==> src/rtl/cic_decim_ctrl_if.sv <==
// Control/handshake bundle between the DDC control registers, the strobe
// source and the cic_decim sequencer.
interface cic_decim_ctrl_if;
  logic       run;
  logic       set_stb;
  logic [7:0] set_rate;
  logic [2:0] set_gain;
  logic       strobe_in;
  logic       cic_enable;
  logic [7:0] cic_rate;
  logic [2:0] cic_gain_bits;
  logic       strobe_out;
  logic       valid_out;
  logic       busy;

  modport master (
    output run, set_stb, set_rate, set_gain, strobe_in,
    input  cic_enable, cic_rate, cic_gain_bits, strobe_out, valid_out, busy
  );

  modport slave (
    input  run, set_stb, set_rate, set_gain, strobe_in,
    output cic_enable, cic_rate, cic_gain_bits, strobe_out, valid_out, busy
  );
endinterface

==> src/rtl/cic_decim_ctrl.sv <==
// Sequencer for one cic_decim instance: divides the input strobe by the
// applied rate, flushes the CIC on configuration changes and qualifies
// output samples once the pipeline has filled.
module cic_decim_ctrl #(
  parameter int unsigned N                = 4,
  parameter int unsigned log2_of_max_rate = 7
) (
  input  logic            clock,
  input  logic            reset,
  cic_decim_ctrl_if.slave bus
);

  localparam logic [8:0]  MAX_RATE = 9'(2 ** log2_of_max_rate);
  localparam int unsigned FILL_W   = (N < 1) ? 1 : $clog2(N + 1);

  typedef enum logic [1:0] {
    ST_IDLE,
    ST_FLUSH,
    ST_FILL,
    ST_RUN
  } state_t;

  state_t            state;
  logic [7:0]        dec_cnt;
  logic [FILL_W-1:0] fill_cnt;
  logic              flush_cnt;
  logic [7:0]        shadow_rate;
  logic [2:0]        shadow_gain;
  logic              pending;
  logic [7:0]        rate_q;
  logic [2:0]        gain_q;
  logic              enable_q;
  logic              strobe_q;
  logic              qual_a;
  logic              qual_b;
  logic              valid_q;
  logic              busy_q;

  function automatic logic [7:0] clamp_rate(input logic [7:0] r);
    if (r == '0) begin
      return 8'd1;
    end
    if ({1'b0, r} > MAX_RATE) begin
      return MAX_RATE[7:0];
    end
    return r;
  endfunction

  always_ff @(posedge clock) begin
    if (reset) begin
      state       <= ST_IDLE;
      dec_cnt     <= '0;
      fill_cnt    <= '0;
      flush_cnt   <= 1'b0;
      shadow_rate <= 8'd4;
      shadow_gain <= '0;
      pending     <= 1'b0;
      rate_q      <= 8'd4;
      gain_q      <= '0;
      enable_q    <= 1'b0;
      strobe_q    <= 1'b0;
      qual_a      <= 1'b0;
      qual_b      <= 1'b0;
      valid_q     <= 1'b0;
      busy_q      <= 1'b0;
    end else begin
      strobe_q <= 1'b0;
      qual_a   <= 1'b0;
      qual_b   <= qual_a;
      valid_q  <= qual_b;

      // Shadow config is applied whenever the CIC is held disabled.
      if (state == ST_IDLE || state == ST_FLUSH) begin
        rate_q  <= shadow_rate;
        gain_q  <= shadow_gain;
        pending <= 1'b0;
      end

      if (!bus.run) begin
        state     <= ST_IDLE;
        enable_q  <= 1'b0;
        busy_q    <= 1'b0;
        dec_cnt   <= '0;
        fill_cnt  <= '0;
        flush_cnt <= 1'b0;
        qual_a    <= 1'b0;
        qual_b    <= 1'b0;
        valid_q   <= 1'b0;
      end else begin
        case (state)
          ST_IDLE: begin
            state     <= ST_FLUSH;
            flush_cnt <= 1'b0;
            busy_q    <= 1'b1;
          end
          ST_FLUSH: begin
            if (flush_cnt) begin
              state    <= ST_FILL;
              enable_q <= 1'b1;
              dec_cnt  <= '0;
              fill_cnt <= '0;
            end else begin
              flush_cnt <= 1'b1;
            end
          end
          ST_FILL, ST_RUN: begin
            if (bus.strobe_in) begin
              if (dec_cnt == rate_q - 8'd1) begin
                dec_cnt  <= '0;
                strobe_q <= 1'b1;
                // Boundary with a pending config: pulse still issued, never qualified.
                if (pending) begin
                  state     <= ST_FLUSH;
                  flush_cnt <= 1'b0;
                  enable_q  <= 1'b0;
                  busy_q    <= 1'b1;
                  pending   <= 1'b0;
                end else if (state == ST_FILL) begin
                  if (fill_cnt == FILL_W'(N)) begin
                    state  <= ST_RUN;
                    busy_q <= 1'b0;
                  end else begin
                    fill_cnt <= fill_cnt + 1'b1;
                  end
                end else begin
                  qual_a <= 1'b1;
                end
              end else begin
                dec_cnt <= dec_cnt + 8'd1;
              end
            end
          end
          default: begin
            state <= ST_IDLE;
          end
        endcase
      end

      // Placed last so a new request always re-arms pending, last one wins.
      if (bus.set_stb) begin
        shadow_rate <= clamp_rate(bus.set_rate);
        shadow_gain <= bus.set_gain;
        pending     <= 1'b1;
      end
    end
  end

  assign bus.cic_enable    = enable_q;
  assign bus.cic_rate      = rate_q;
  assign bus.cic_gain_bits = gain_q;
  assign bus.strobe_out    = strobe_q;
  assign bus.valid_out     = valid_q;
  assign bus.busy          = busy_q;

endmodule
==> src/flat_wrapper.sv <==
// flat-port wrapper written by rule: the top's interface ports become plain ports
module cic_decim_ctrl_flat 
#(
  parameter int unsigned N                = 4,
  parameter int unsigned log2_of_max_rate = 7
)
  (clock, reset, bus_run, bus_set_stb, bus_set_rate, bus_set_gain, bus_strobe_in, bus_cic_enable, bus_cic_rate, bus_cic_gain_bits, bus_strobe_out, bus_valid_out, bus_busy);
  cic_decim_ctrl_if bus_i ();
  input  logic clock;
  input  logic reset;
  input wire logic [$bits(bus_i.run)-1:0] bus_run;
  input wire logic [$bits(bus_i.set_stb)-1:0] bus_set_stb;
  input wire logic [$bits(bus_i.set_rate)-1:0] bus_set_rate;
  input wire logic [$bits(bus_i.set_gain)-1:0] bus_set_gain;
  input wire logic [$bits(bus_i.strobe_in)-1:0] bus_strobe_in;
  output wire logic [$bits(bus_i.cic_enable)-1:0] bus_cic_enable;
  output wire logic [$bits(bus_i.cic_rate)-1:0] bus_cic_rate;
  output wire logic [$bits(bus_i.cic_gain_bits)-1:0] bus_cic_gain_bits;
  output wire logic [$bits(bus_i.strobe_out)-1:0] bus_strobe_out;
  output wire logic [$bits(bus_i.valid_out)-1:0] bus_valid_out;
  output wire logic [$bits(bus_i.busy)-1:0] bus_busy;
  assign bus_i.run = bus_run;
  assign bus_i.set_stb = bus_set_stb;
  assign bus_i.set_rate = bus_set_rate;
  assign bus_i.set_gain = bus_set_gain;
  assign bus_i.strobe_in = bus_strobe_in;
  assign bus_cic_enable = bus_i.cic_enable;
  assign bus_cic_rate = bus_i.cic_rate;
  assign bus_cic_gain_bits = bus_i.cic_gain_bits;
  assign bus_strobe_out = bus_i.strobe_out;
  assign bus_valid_out = bus_i.valid_out;
  assign bus_busy = bus_i.busy;
  cic_decim_ctrl #(.N(N), .log2_of_max_rate(log2_of_max_rate)) u_core (.clock(clock), .reset(reset), .bus(bus_i));
endmodule
==> config.mk <==
export PLATFORM = sky130hd
export DESIGN_NAME = cic_decim_ctrl_flat
export DESIGN_NICKNAME = d
export VERILOG_FILES = /design/src/rtl/cic_decim_ctrl_if.sv /design/src/rtl/cic_decim_ctrl.sv /design/src/flat_wrapper.sv
export SDC_FILE = /design/constraint.sdc
export NUM_CORES = 1
export LEC_CHECK = 0
export BUFFER_PORTS_ARGS = -buffer_cell sky130_fd_sc_hd__buf_2
export CAP_MARGIN = 20
export CORE_MARGIN = 2
export CORE_UTILIZATION = 55
export DETAILED_ROUTE_END_ITERATION = 12
export GPL_ROUTABILITY_DRIVEN = 0
export PLACE_DENSITY = 0.78
export REMOVE_ABC_BUFFERS = 1
export SYNTH_ARGS = -nofsm -noshare
export SYNTH_HDL_FRONTEND = slang
export SYNTH_SLANG_ARGS = --single-unit
==> constraint.sdc <==
create_clock -name clock -period 2.66 [get_ports clock]
set_input_delay 0.133 -clock clock [delete_from_list [all_inputs] [get_ports clock]]
set_output_delay 0.133 -clock clock [all_outputs]
set_load 0.1 [all_outputs]
* Word level (Yosys, flattened, before mapping)
Index checks and enable logic that the tools add are counted.
** Operators by class
- Shifts and indexed selects :: 0
- $lt $le $gt $ge :: 1
- Bitwise logic cells :: 4
- Eq/ne operators :: 14
- Add/sub/neg operators :: 3
- Divide/modulo/power cells :: 0
- Reduce and logical (&&, ||, !) cells :: 15
- $mul :: 0
- Muxes and demuxes :: 50
** Operators with widths (number)
- $mux W8 :: 7
- $mux W1 :: 25
- $mux W3 :: 6
- $pmux W8 S2 :: 1
- $reduce_and A5 Y1 :: 3
- $mux W2 :: 6
- $add A8 B1 Y8 const B :: 1
- $eq A8 B8 Y1 :: 1
- $gt A8 B8 Y1 const B :: 1
- $logic_not A8 Y1 :: 1
- $ne A2 B1 Y1 const B :: 4
- $sub A8 B1 Y8 const B :: 1
- $reduce_and A7 Y1 :: 1
- $ne A2 B2 Y1 const B :: 3
- $ne A3 B1 Y1 const B :: 2
- $pmux W2 S3 :: 1
- $pmux W3 S2 :: 1
- $reduce_and A3 Y1 :: 2
- $reduce_or A6 Y1 :: 1
- $eq A2 B2 Y1 const B :: 2
- $not A1 Y1 :: 4
- $pmux W1 S2 :: 2
- $reduce_bool A2 Y1 :: 2
- $reduce_or A2 Y1 :: 2
- 7 further kinds :: 7
** Storage, ports and cells
- Latch bits :: 0
- Input bits :: 16
- Memories kept :: 0
- Output and inout bits :: 15
- Bits in writable memories :: 0
- Memory bits (read-only) :: 0
- Bits in registers :: 43
- Logic and storage cells :: 102

* Depth between registers and ports, before layout
Gate-level depths: netlist of run 1.
- Depth after elaboration :: 9
- Gate-level depth with buffers :: 8

* Worst setup path after synthesis of run 1
Ideal clock, no wire load.
- Path type :: register to register
- From :: register u_core.rate_q[0] (netlist: u_core.bus.cic_rate[0])
- To :: register u_core.fill_cnt[0]
- Data required time :: 2.590 ns
- Path buffers :: 0
- Clock period less this slack :: 2.733 ns
- Cell stages (with the launch flop) :: 9
- Setup slack :: -0.073 ns
- Arrival :: 2.663 ns
- Library setup time :: 0.070 ns
- Path through :: dfxtp_1 inv_1 ha_1 nor3b_1 nand2_1 xnor2_1 nor4_4 mux2_1 a21oi_1
** On the way
- Word-level cells in the longest chain between the ends :: 4
** RTL lines
- start: declaration :: RTL line cic_decim_ctrl.sv:30 : logic [7:0] rate_q;
- start signal: assignment :: RTL line cic_decim_ctrl.sv:74 : rate_q <= shadow_rate;
- $sub A8 B1 Y8 :: RTL line cic_decim_ctrl.sv:108 : if (dec_cnt == rate_q - 8'd1) begin
- $eq A8 B8 Y1 :: RTL line cic_decim_ctrl.sv:108
- $ne A2 B1 Y1 (no source line)
- $reduce_and A7 Y1 (no source line)
- end signal: assignment :: RTL line cic_decim_ctrl.sv:123 : fill_cnt <= fill_cnt + 1'b1;
- end: declaration :: RTL line cic_decim_ctrl.sv:25 : logic [FILL_W-1:0] fill_cnt;
No other way between the ends.
A chain may end at the register's enable or synchronous reset.

* Worst setup path after layout of run 1
Ends and elaborated chain as after synthesis.

==> flow_metrics.tcl, run 1 <==
set metrics [dict create \
    clock_path_buffers 2 \
    io_buffers 30 \
    layout_common_cells "dfxtp_1 (43), nor2_1 (37), buf_2 (30)" \
    crit_path_end_kind "register" \
    postCtsResizedCells 0 \
    numCtsBuffers 5 \
    skew_ns 0.0153 \
    rsz0062_at_grt "false" \
    via_count 1631 \
    multi_input_area_mm2 0.00107 \
    dieWidth_um 64.2 \
    post_synth_inst_count 218 \
    worstMarginPinSlew_ns 0.613 \
    netlist_area_mm2 0.00199 \
    min_period_ns 2.41 \
    core-area_mm2 0.00342 \
    hold_class "input pin to register" \
    synth_edf_count 0 \
    pre_cts_slack_ns 0.264 \
    yosysWarnings 0 \
    gr-total-overflow 0 \
    drv_slew 0 \
    wl_met1_um 1740 \
    synth_top_area_share_pct 43.2 \
    fin_ws_ns 0.247 \
    antenna_cells 0 \
    io_pins 31 \
    synth_cell_types 46 \
    regToRegStartpoint "u_core.bus.cic_rate[0]" \
    syn_to_final_growth_pct 15.6 \
    period_share_pct 90.7 \
    top_layer_used "met4" \
    clock_sinks 43 \
    max_freq_mhz 414 \
    min-delay-start "bus_set_rate[3]" \
    via_per_inst 5.47 \
    synth_top_area_cell "dfxtp_1" \
    total_power_mw 1.26 \
    h-tree-depth 2 \
    avgSynthCellArea_um2 9.13 \
    path_max_fanout 10 \
    rows 21 \
    slew_headroom_pct 59.0 \
    root_buffer "clkbuf_4" \
    grt_max_degree 26 \
    synthTopCellsByArea "dfxtp_1 (43%), mux2i_1 (7.5%), nor2_1 (7.0%), nand2_1 (4.0%), xnor2_1 (4.0%)" \
    finalNetCount 271 \
    vdd_drop_max_uv 389 \
    ys_seq_area_share_pct 43.2 \
    final-seq-area_um2 861 \
    arrival_ns 2.72 \
    power.leakage_nw 0.911 \
    synth_seq_cells 43 \
    routed-wl-met2_um 1700 \
    dieArea_mm2 0.00412 \
    grt_use_total_pct 20.8 \
    grt_antenna_before_repair 0 \
    n_fill_cell 296 \
    final_common_cell "dfxtp_1" \
    worst-setup-path-type "register to register" \
    startpoint "u_core.bus.cic_rate[0]" \
    wl_met3_um 171 \
    drive_gt1_share_pct 19.4 \
    clk_transition_reported_paths_ns 0.13 \
    routedWlPerCell_um 12.3 \
    cts_tree "yes" \
    post_dp_cell_area_mm2 0.00217 \
    dp_hpwl_um 2700 \
    hold_slack_ns 0.0108 \
    grt_pass1_vias 1494 \
    worstPathRequired_ns 2.97 \
    dr.pass1.iters 4 \
    critical_path.startpoint_type "register" \
    async_flop_share_pct 0 \
    design_area_mm2 0.00230 \
    status "completed" \
    routed_wl_um 3670 \
    grt_pass1_wl_um 6760 \
    power_density_mw_per_mm2 547 \
    max_cap_violations 0 \
    ant_nets 0 \
    start_util_pct 58.3 \
    final-setup-viol-count 0 \
    insertion_delay_ns 0.36 \
    synth_ff_type "dfxtp_1" \
    hold_viol_final 0 \
    post-route-drc-count 0 \
    fp.dieH_um 64.2 \
    drt_iter0_drc 62 \
]
-- where the power goes --
group / total, mW / internal [mW] / switching (mW)
Clock: 0.442 / 0.227 / 0.215
Sequential: 0.676 / 0.661 / 0.0150
Combinational: 0.141 / 0.0456 / 0.0954
Total: 1.26 / 0.933 / 0.326
-- worst paths after layout --
path	cells after the start	end	slack (ns)
worst max-delay path	6	u_core.fill_cnt[0]	0.25
worst min-delay path	3	u_core.shadow_rate[3]	0.01
worst max register to register	6	u_core.fill_cnt[0]	0.25
worst min register to register	1	u_core.bus.valid_out	0.44
-- flip-flops by register name (all words and copies together) (netlist names) --
signal                    flops
u_core.bus.cic_rate           8
u_core.dec_cnt                8
u_core.shadow_rate            8
u_core.bus.cic_gain_bits      3
u_core.fill_cnt               3
u_core.shadow_gain            3
u_core.state                  2
u_core.bus.busy               1
u_core.bus.cic_enable         1
u_core.bus.strobe_out         1
u_core.bus.valid_out          1
u_core.flush_cnt              1
u_core.pending                1
u_core.qual_a                 1
u_core.qual_b                 1
-- repair_timing --
| action | in CTS | in global routing |
|---|---|---|
| buffers inserted | 0 | 0 |
| endpoints found under the hold margin | 4 | 0 |
| hold buffers | 4 | 0 |
-- per-layer routing --
metal  track usage (%)  vias up
li1                  -      818
met1              26.6      765
met2              33.2       42
met3              6.34        6
met4              7.18        0
met5                 0        -
-- logic make-up after synthesis --
family	count (synthesis)	synth area share (%)
AO/OA/AOI/OAI	29	11.1
adder cells (fa/ha/maj)	4	2.51
AND/OR/NAND/NOR	92	23.6
XOR/XNOR	18	8.30
buffers and inverters	16	3.08
flip-flops	43	43.2
multiplexers	16	8.11
-- critical path, cell delays in order (launching register included) --
cell and delay [ns]:
dfxtp_1 0.39, or4_4 0.59, a211oi_2 0.19, a211oi_2 0.13, nor4_4 0.56, mux2_1 0.37, a21oi_1 0.13
-- Yosys cell counts, drive strengths merged (2+ instances only) --
library cell / count
a211oi: 2
a21oi: 7
a22oi: 5
and2: 2
and3: 4
buf: 2
clkbuf: 7
dfxtp: 43
ha: 4
inv: 6
mux2i: 15
nand2: 22
nand2b: 3
nand3: 3
nand3b: 2
nand4: 5
nor2: 37
nor2b: 2
nor3: 5
nor4: 3
o21ai: 4
xnor2: 10
xor2: 8
-- final cells by class --
cell class	instances	area share, %
Tap cell	46	2.50
Sequential cell	43	37.4
Timing Repair Buffer	35	8.59
Inverter	7	1.14
Clock buffer	6	2.23
Clock inverter	2	1.69
Multi-Input combinational cell	159	46.4
-- per-stage QoR --
stage / setup TNS, ns / util (%) / instances
global route: 0 / 67.4 / 298
CTS: 0 / 67.4 / 298
finish: 0 / 67.4 / 298
floorplan: -0.0734 / - / 209
global placement: 0 / 63.6 / 286
detailed placement: 0 / 63.6 / 286
Note: power is estimated with default switching activity, not from simulation.
==> inputs of run 2 (changes only) <==
==> constraint.sdc (replaced) <==
create_clock -name clock -period 2.7 [get_ports clock]
set_input_delay 0.135 -clock clock [delete_from_list [all_inputs] [get_ports clock]]
set_output_delay 0.135 -clock clock [all_outputs]
set_load 0.1 [all_outputs]
==> run 2 against run 1 <==
Net effect:
- critical path depth did not move
- sequential cell count stayed put
- non-clock buffer count decreased by 3
- critical endpoint unchanged
- largest cell class unchanged
- largest power group unchanged
==> flow_metrics.tcl, run 2 (synthesized netlist as in run 1, its figures left out) <==
set metrics [dict create \
    grt_max_degree 26 \
    rsz0062_at_grt "false" \
    drv_slew 0 \
    slew_headroom_pct 61.1 \
    use_met2_pct 32.0 \
    vdd_drop_max_uv 440 \
    hold_slack_ns 0.0121 \
    via_per_inst 5.41 \
    design_area_mm2 0.00226 \
    hold_viol_final 0 \
    power_density_mw_per_mm2 527 \
    status "completed" \
    cts_tree "yes" \
    clock_sinks 43 \
    regToRegStartpoint "u_core.bus.cic_rate[0]" \
    setup_tns_ns 0 \
    final_common_cell "dfxtp_1" \
    post-route-drc-count 0 \
    arrival_ns 2.70 \
    layout_common_cells "dfxtp_1 (43), nor2_1 (37), buf_2 (30)" \
    post_dp_cell_area_mm2 0.00217 \
    power_frac_comb_pct 11.4 \
    worstMarginPinSlew_ns 0.583 \
    max_freq_mhz 415 \
    syn_to_final_growth_pct 13.3 \
    rows 21 \
    hold_class "input pin to register" \
    min-delay-start "bus_set_rate[2]" \
    io_buffers 30 \
    worst-setup-path-type "register to register" \
    root_buffer "clkbuf_4" \
    h-tree-depth 2 \
    reg2reg_depth 6 \
    max_cap_violations 0 \
    use_met1_pct 25.5 \
    dieArea_mm2 0.00412 \
    power.net_switching_mw 0.305 \
    skew_ns 0.0136 \
    grt.busiest_layer "met2" \
    dieWidth_um 64.2 \
    path_max_fanout 10 \
    reg2reg_setup_slack_ns 0.29 \
    rr_endpoint "u_core.fill_cnt[0]" \
    finalNetCount 268 \
    switching_share_pct 25.7 \
    grt_antenna_before_repair 0 \
    clk_transition_reported_paths_ns 0.12 \
    crit_path_end_kind "register" \
    min_to "u_core.shadow_rate[2]" \
    dr.pass1.iters 4 \
    via_count 1592 \
    met3_usage_pct 4.75 \
    p_clk_share_pct 32.6 \
    seqPwrFrac_pct 56.0 \
    period_share_pct 89.3 \
    routed_wl_um 3630 \
    routedWlPerCell_um 12.3 \
    dp_hpwl_um 2690 \
    ant_nets 0 \
    start_util_pct 58.3 \
    worstPathRequired_ns 2.99 \
    antenna_cells 0 \
    numPlacedInstances 286 \
    grt_use_total_pct 19.8 \
    final_cell_count_no_fill 294 \
    numCtsBuffers 5 \
    p_int_mw 0.883 \
    grt_pass1_vias 1465 \
    min_period_ns 2.41 \
    critical_path.startpoint_type "register" \
    min_path_cells 2 \
    total_power_mw 1.19 \
    gr-total-overflow 0 \
    io_pins 31 \
    core-area_mm2 0.00342 \
    insertion_delay_ns 0.35 \
    power.leakage_nw 0.887 \
    drive_gt1_share_pct 19.4 \
    clock_path_buffers 2 \
    drt_iter0_drc 43 \
    fp.dieH_um 64.2 \
    grt_pass1_wl_um 6450 \
    final-setup-viol-count 0 \
]
==> run 2: metrics by stage <==
stage	setup slack [ns]	utilization (%)
3_3_place_gp	0.346	63.6
4_1_cts	0.269	66.0
3_5_place_dp	0.312	63.6
2_1_floorplan	-0.0334	-
5_1_grt	0.0661	66.0
6_report	0.289	66.0
==> run 2: power by group through the flow <==
stage / clock network [mW] / logic [mW] / registers (mW)
after floorplan: 0 / 0.0539 / 0.721
after global placement: 0 / 0.133 / 0.679
after detailed placement: 0 / 0.134 / 0.680
after CTS: 0.400 / 0.136 / 0.666
after global routing: 0.421 / 0.147 / 0.668
final: 0.387 / 0.135 / 0.665
==> run 2: worst max-delay path by stage <==
| stage | start | end | slack [ns] |
|---|---|---|---|
| 2_1_floorplan | u_core.bus.cic_rate[0] | u_core.fill_cnt[0] | -0.03 |
| 3_3_place_gp | u_core.bus.cic_rate[0] | u_core.fill_cnt[0] | 0.35 |
| 3_5_place_dp | u_core.bus.cic_rate[0] | u_core.fill_cnt[0] | 0.31 |
| 4_1_cts | u_core.bus.cic_rate[0] | u_core.fill_cnt[0] | 0.27 |
| 5_1_grt | u_core.bus.cic_rate[0] | u_core.fill_cnt[0] | 0.07 |
| 6_report | u_core.bus.cic_rate[0] | u_core.fill_cnt[0] | 0.29 |
==> run 2: layer usage <==
| metal | share of wire [%] | up-vias | wire length [µm] |
|---|---|---|---|
| li1 | - | 814 | - |
| met1 | 48 | 745 | 1750 |
| met2 | 47 | 31 | 1690 |
| met3 | 4.5 | 2 | 165 |
| met4 | 0.52 | 0 | 19 |
| met5 | 0 | - | 0 |
==> run 2: cell type report <==
type,instances,area [µm²]
repair buffers,32,168
well taps,46,57.6
clock inverters,2,37.5
flip-flops and latches,43,861
multi-input cells,159,1070
clock buffers,5,37.5
inverters,7,26.3
fillers,302,1160
==> run 2: what timing repair did <==
| action | CTS | global route |
|---|---|---|
| hold buffers | 1 | 0 |
| gates resized for setup | 0 | 0 |
| setup buffers | 0 | 0 |
| hold endpoints to repair | 1 | 0 |
==> run 2: worst max-delay path: stages (launching register included) <==
cell,delay (ns)
dfxtp_1,0.38
or4_4,0.59
nor4_4,0.23
a211oi_2,0.09
nor4_4,0.56
mux2_1,0.37
a21oi_1,0.13
==> inputs of run 3 (changes only) <==
--- a/config.mk
+++ b/config.mk
@@ -12,6 +12,7 @@
 export DETAILED_ROUTE_END_ITERATION = 12
 export GPL_ROUTABILITY_DRIVEN = 0
 export PLACE_DENSITY = 0.78
+export RECOVER_POWER = 100
 export REMOVE_ABC_BUFFERS = 1
 export SYNTH_ARGS = -nofsm -noshare
 export SYNTH_HDL_FRONTEND = slang
==> run 3 against run 2 <==
Net effect:
- via count fell by 0.75%
- critical path depth did not move
- worst hold slack improved by 0.00088 ns
- non-clock buffer count did not move
- wire length rose by 0.50%
- sequential cell count did not move
- maximum frequency fell by 0.59%
- combinational power barely moved
- sequential share of layout area rose by 0.47 points
- clock skew fell by 0.00090 ns
- sequential power barely moved
- clock power barely moved
- critical endpoint is now u_core.dec_cnt[6]
- largest cell class unchanged
- largest power group unchanged
- highest routed layer unchanged
==> flow_metrics.tcl, run 3 (synthesized netlist as in run 1, its figures left out) <==
set metrics [dict create \
    arrival_ns 2.65 \
    min_path_cells 3 \
    drive_gt1_share_pct 11.7 \
    insertion_delay_ns 0.35 \
    post_cts.repair.setup_buffers 0 \
    finalNetCount 268 \
    drt_iter0_drc 47 \
    final-setup-viol-count 0 \
    routed_wl_um 3650 \
    antenna_cells 0 \
    grt_use_total_pct 19.8 \
    via_count 1580 \
    worstMarginPinSlew_ns 1.20 \
    reg2reg_setup_slack_ns 0.27 \
    clock_path_buffers 2 \
    drv_slew 0 \
    power.net_switching_mw 0.305 \
    reg2reg_depth 6 \
    power.leakage_nw 0.817 \
    final_cell_count_no_fill 294 \
    grt_max_degree 26 \
    cts_tree "yes" \
    post-route-drc-count 0 \
    post_dp_cell_area_mm2 0.00217 \
    critical_path.startpoint_type "register" \
    dieArea_mm2 0.00412 \
    max_cap_violations 0 \
    hold_viol_final 0 \
    grt_pass1_wl_um 6450 \
    dp_hpwl_um 2690 \
    max_freq_mhz 412 \
    final_common_cell "dfxtp_1" \
    design_area_mm2 0.00223 \
    dr.pass1.iters 4 \
    min_to "u_core.shadow_gain[1]" \
    worst-setup-path-type "register to register" \
    root_buffer "clkbuf_4" \
    grt_antenna_before_repair 0 \
    power_density_mw_per_mm2 532 \
    skew_ns 0.0127 \
    clock_sinks 43 \
    rsz0062_at_grt "false" \
    routedWlPerCell_um 12.4 \
    power_frac_comb_pct 11.2 \
    pre_cts_slack_ns 0.312 \
    syn_to_final_growth_pct 11.9 \
    seqPwrFrac_pct 56.2 \
    start_util_pct 58.3 \
    vdd_drop_max_uv 439 \
    switching_share_pct 25.7 \
    path_max_fanout 8 \
    hold_slack_ns 0.0130 \
    numCtsBuffers 5 \
    p_int_mw 0.880 \
    gr-total-overflow 0 \
    h-tree-depth 2 \
    period_share_pct 89.8 \
    layout_common_cells "dfxtp_1 (43), nor2_1 (37), nand2_1 (22)" \
    worstPathRequired_ns 2.92 \
    io_pins 31 \
    grt_pass1_vias 1465 \
    post-route-util_pct 65.2 \
    slew_headroom_pct 20.3 \
    status "completed" \
    regToRegStartpoint "u_core.bus.cic_rate[0]" \
    ant_nets 0 \
    dieWidth_um 64.2 \
    crit_path_end_kind "register" \
    clk_transition_reported_paths_ns 0.12 \
    min-delay-start "bus_set_gain[1]" \
    fin_ws_ns 0.275 \
    rr_endpoint "u_core.dec_cnt[6]" \
    core-area_mm2 0.00342 \
    fp.dieH_um 64.2 \
    rows 21 \
    numPlacedInstances 286 \
    io_buffers 30 \
    hold_class "input pin to register" \
    p_clk_share_pct 32.6 \
    min_period_ns 2.43 \
    via_per_inst 5.37 \
]
## run 3: per-layer routing
layer  track usage, %  routed length (µm)  vias up
met5                0                   0        -
met4             7.18                  19        0
met3             4.75                 180        2
met2             32.0                1690       33
met1             25.5                1750      734
li1                 -                   -      811
## run 3: worst max-delay path: stages, from the launching register on
cell	delay, ns
dfxtp_1	0.39
or4_4	0.59
nor4_4	0.23
a211oi_2	0.09
o41a_1	0.44
o21ai_1	0.46
nor2_1	0.10
## run 3: power groups by stage
stage / clock network (mW) / registers, mW / logic, mW
4_1_cts: 0.400 / 0.666 / 0.136
2_1_floorplan: 0 / 0.721 / 0.0539
6_report: 0.387 / 0.666 / 0.133
3_5_place_dp: 0 / 0.680 / 0.134
5_1_grt: 0.421 / 0.668 / 0.144
3_3_place_gp: 0 / 0.679 / 0.133
## run 3: cell type report
class                      count  area (µm²)
inverter                       7        26.3
multi-input combinational    159        1060
clock inverter                 2        37.5
tap                           46        57.6
timing repair buffer          32         146
fill                         313        1190
clock buffer                   5        37.5
sequential                    43         861
## run 3: how the worst max path moves through the flow
stage / cells after the start / endpoint / startpoint / slack (ns)
after global routing: 8 / u_core.dec_cnt[5] / u_core.bus.cic_rate[0] / 0.04
after detailed placement: 6 / u_core.fill_cnt[0] / u_core.bus.cic_rate[0] / 0.31
after floorplan: 8 / u_core.fill_cnt[0] / u_core.bus.cic_rate[0] / -0.03
after global placement: 6 / u_core.fill_cnt[0] / u_core.bus.cic_rate[0] / 0.35
final: 6 / u_core.dec_cnt[6] / u_core.bus.cic_rate[0] / 0.27
after CTS: 6 / u_core.fill_cnt[0] / u_core.bus.cic_rate[0] / 0.27
## run 3: per-stage QoR
stage	setup TNS, ns	total power, mW
5_1_grt	0	1.23
4_1_cts	0	1.20
2_1_floorplan	-0.0334	0.775
3_3_place_gp	0	0.812
6_report	0	1.19
3_5_place_dp	0	0.814
## run 3: what timing repair did
action | in CTS | in global routing
hold buffers | 1 | 0
endpoints found under the hold margin | 1 | 0
gates resized for setup | 0 | 0
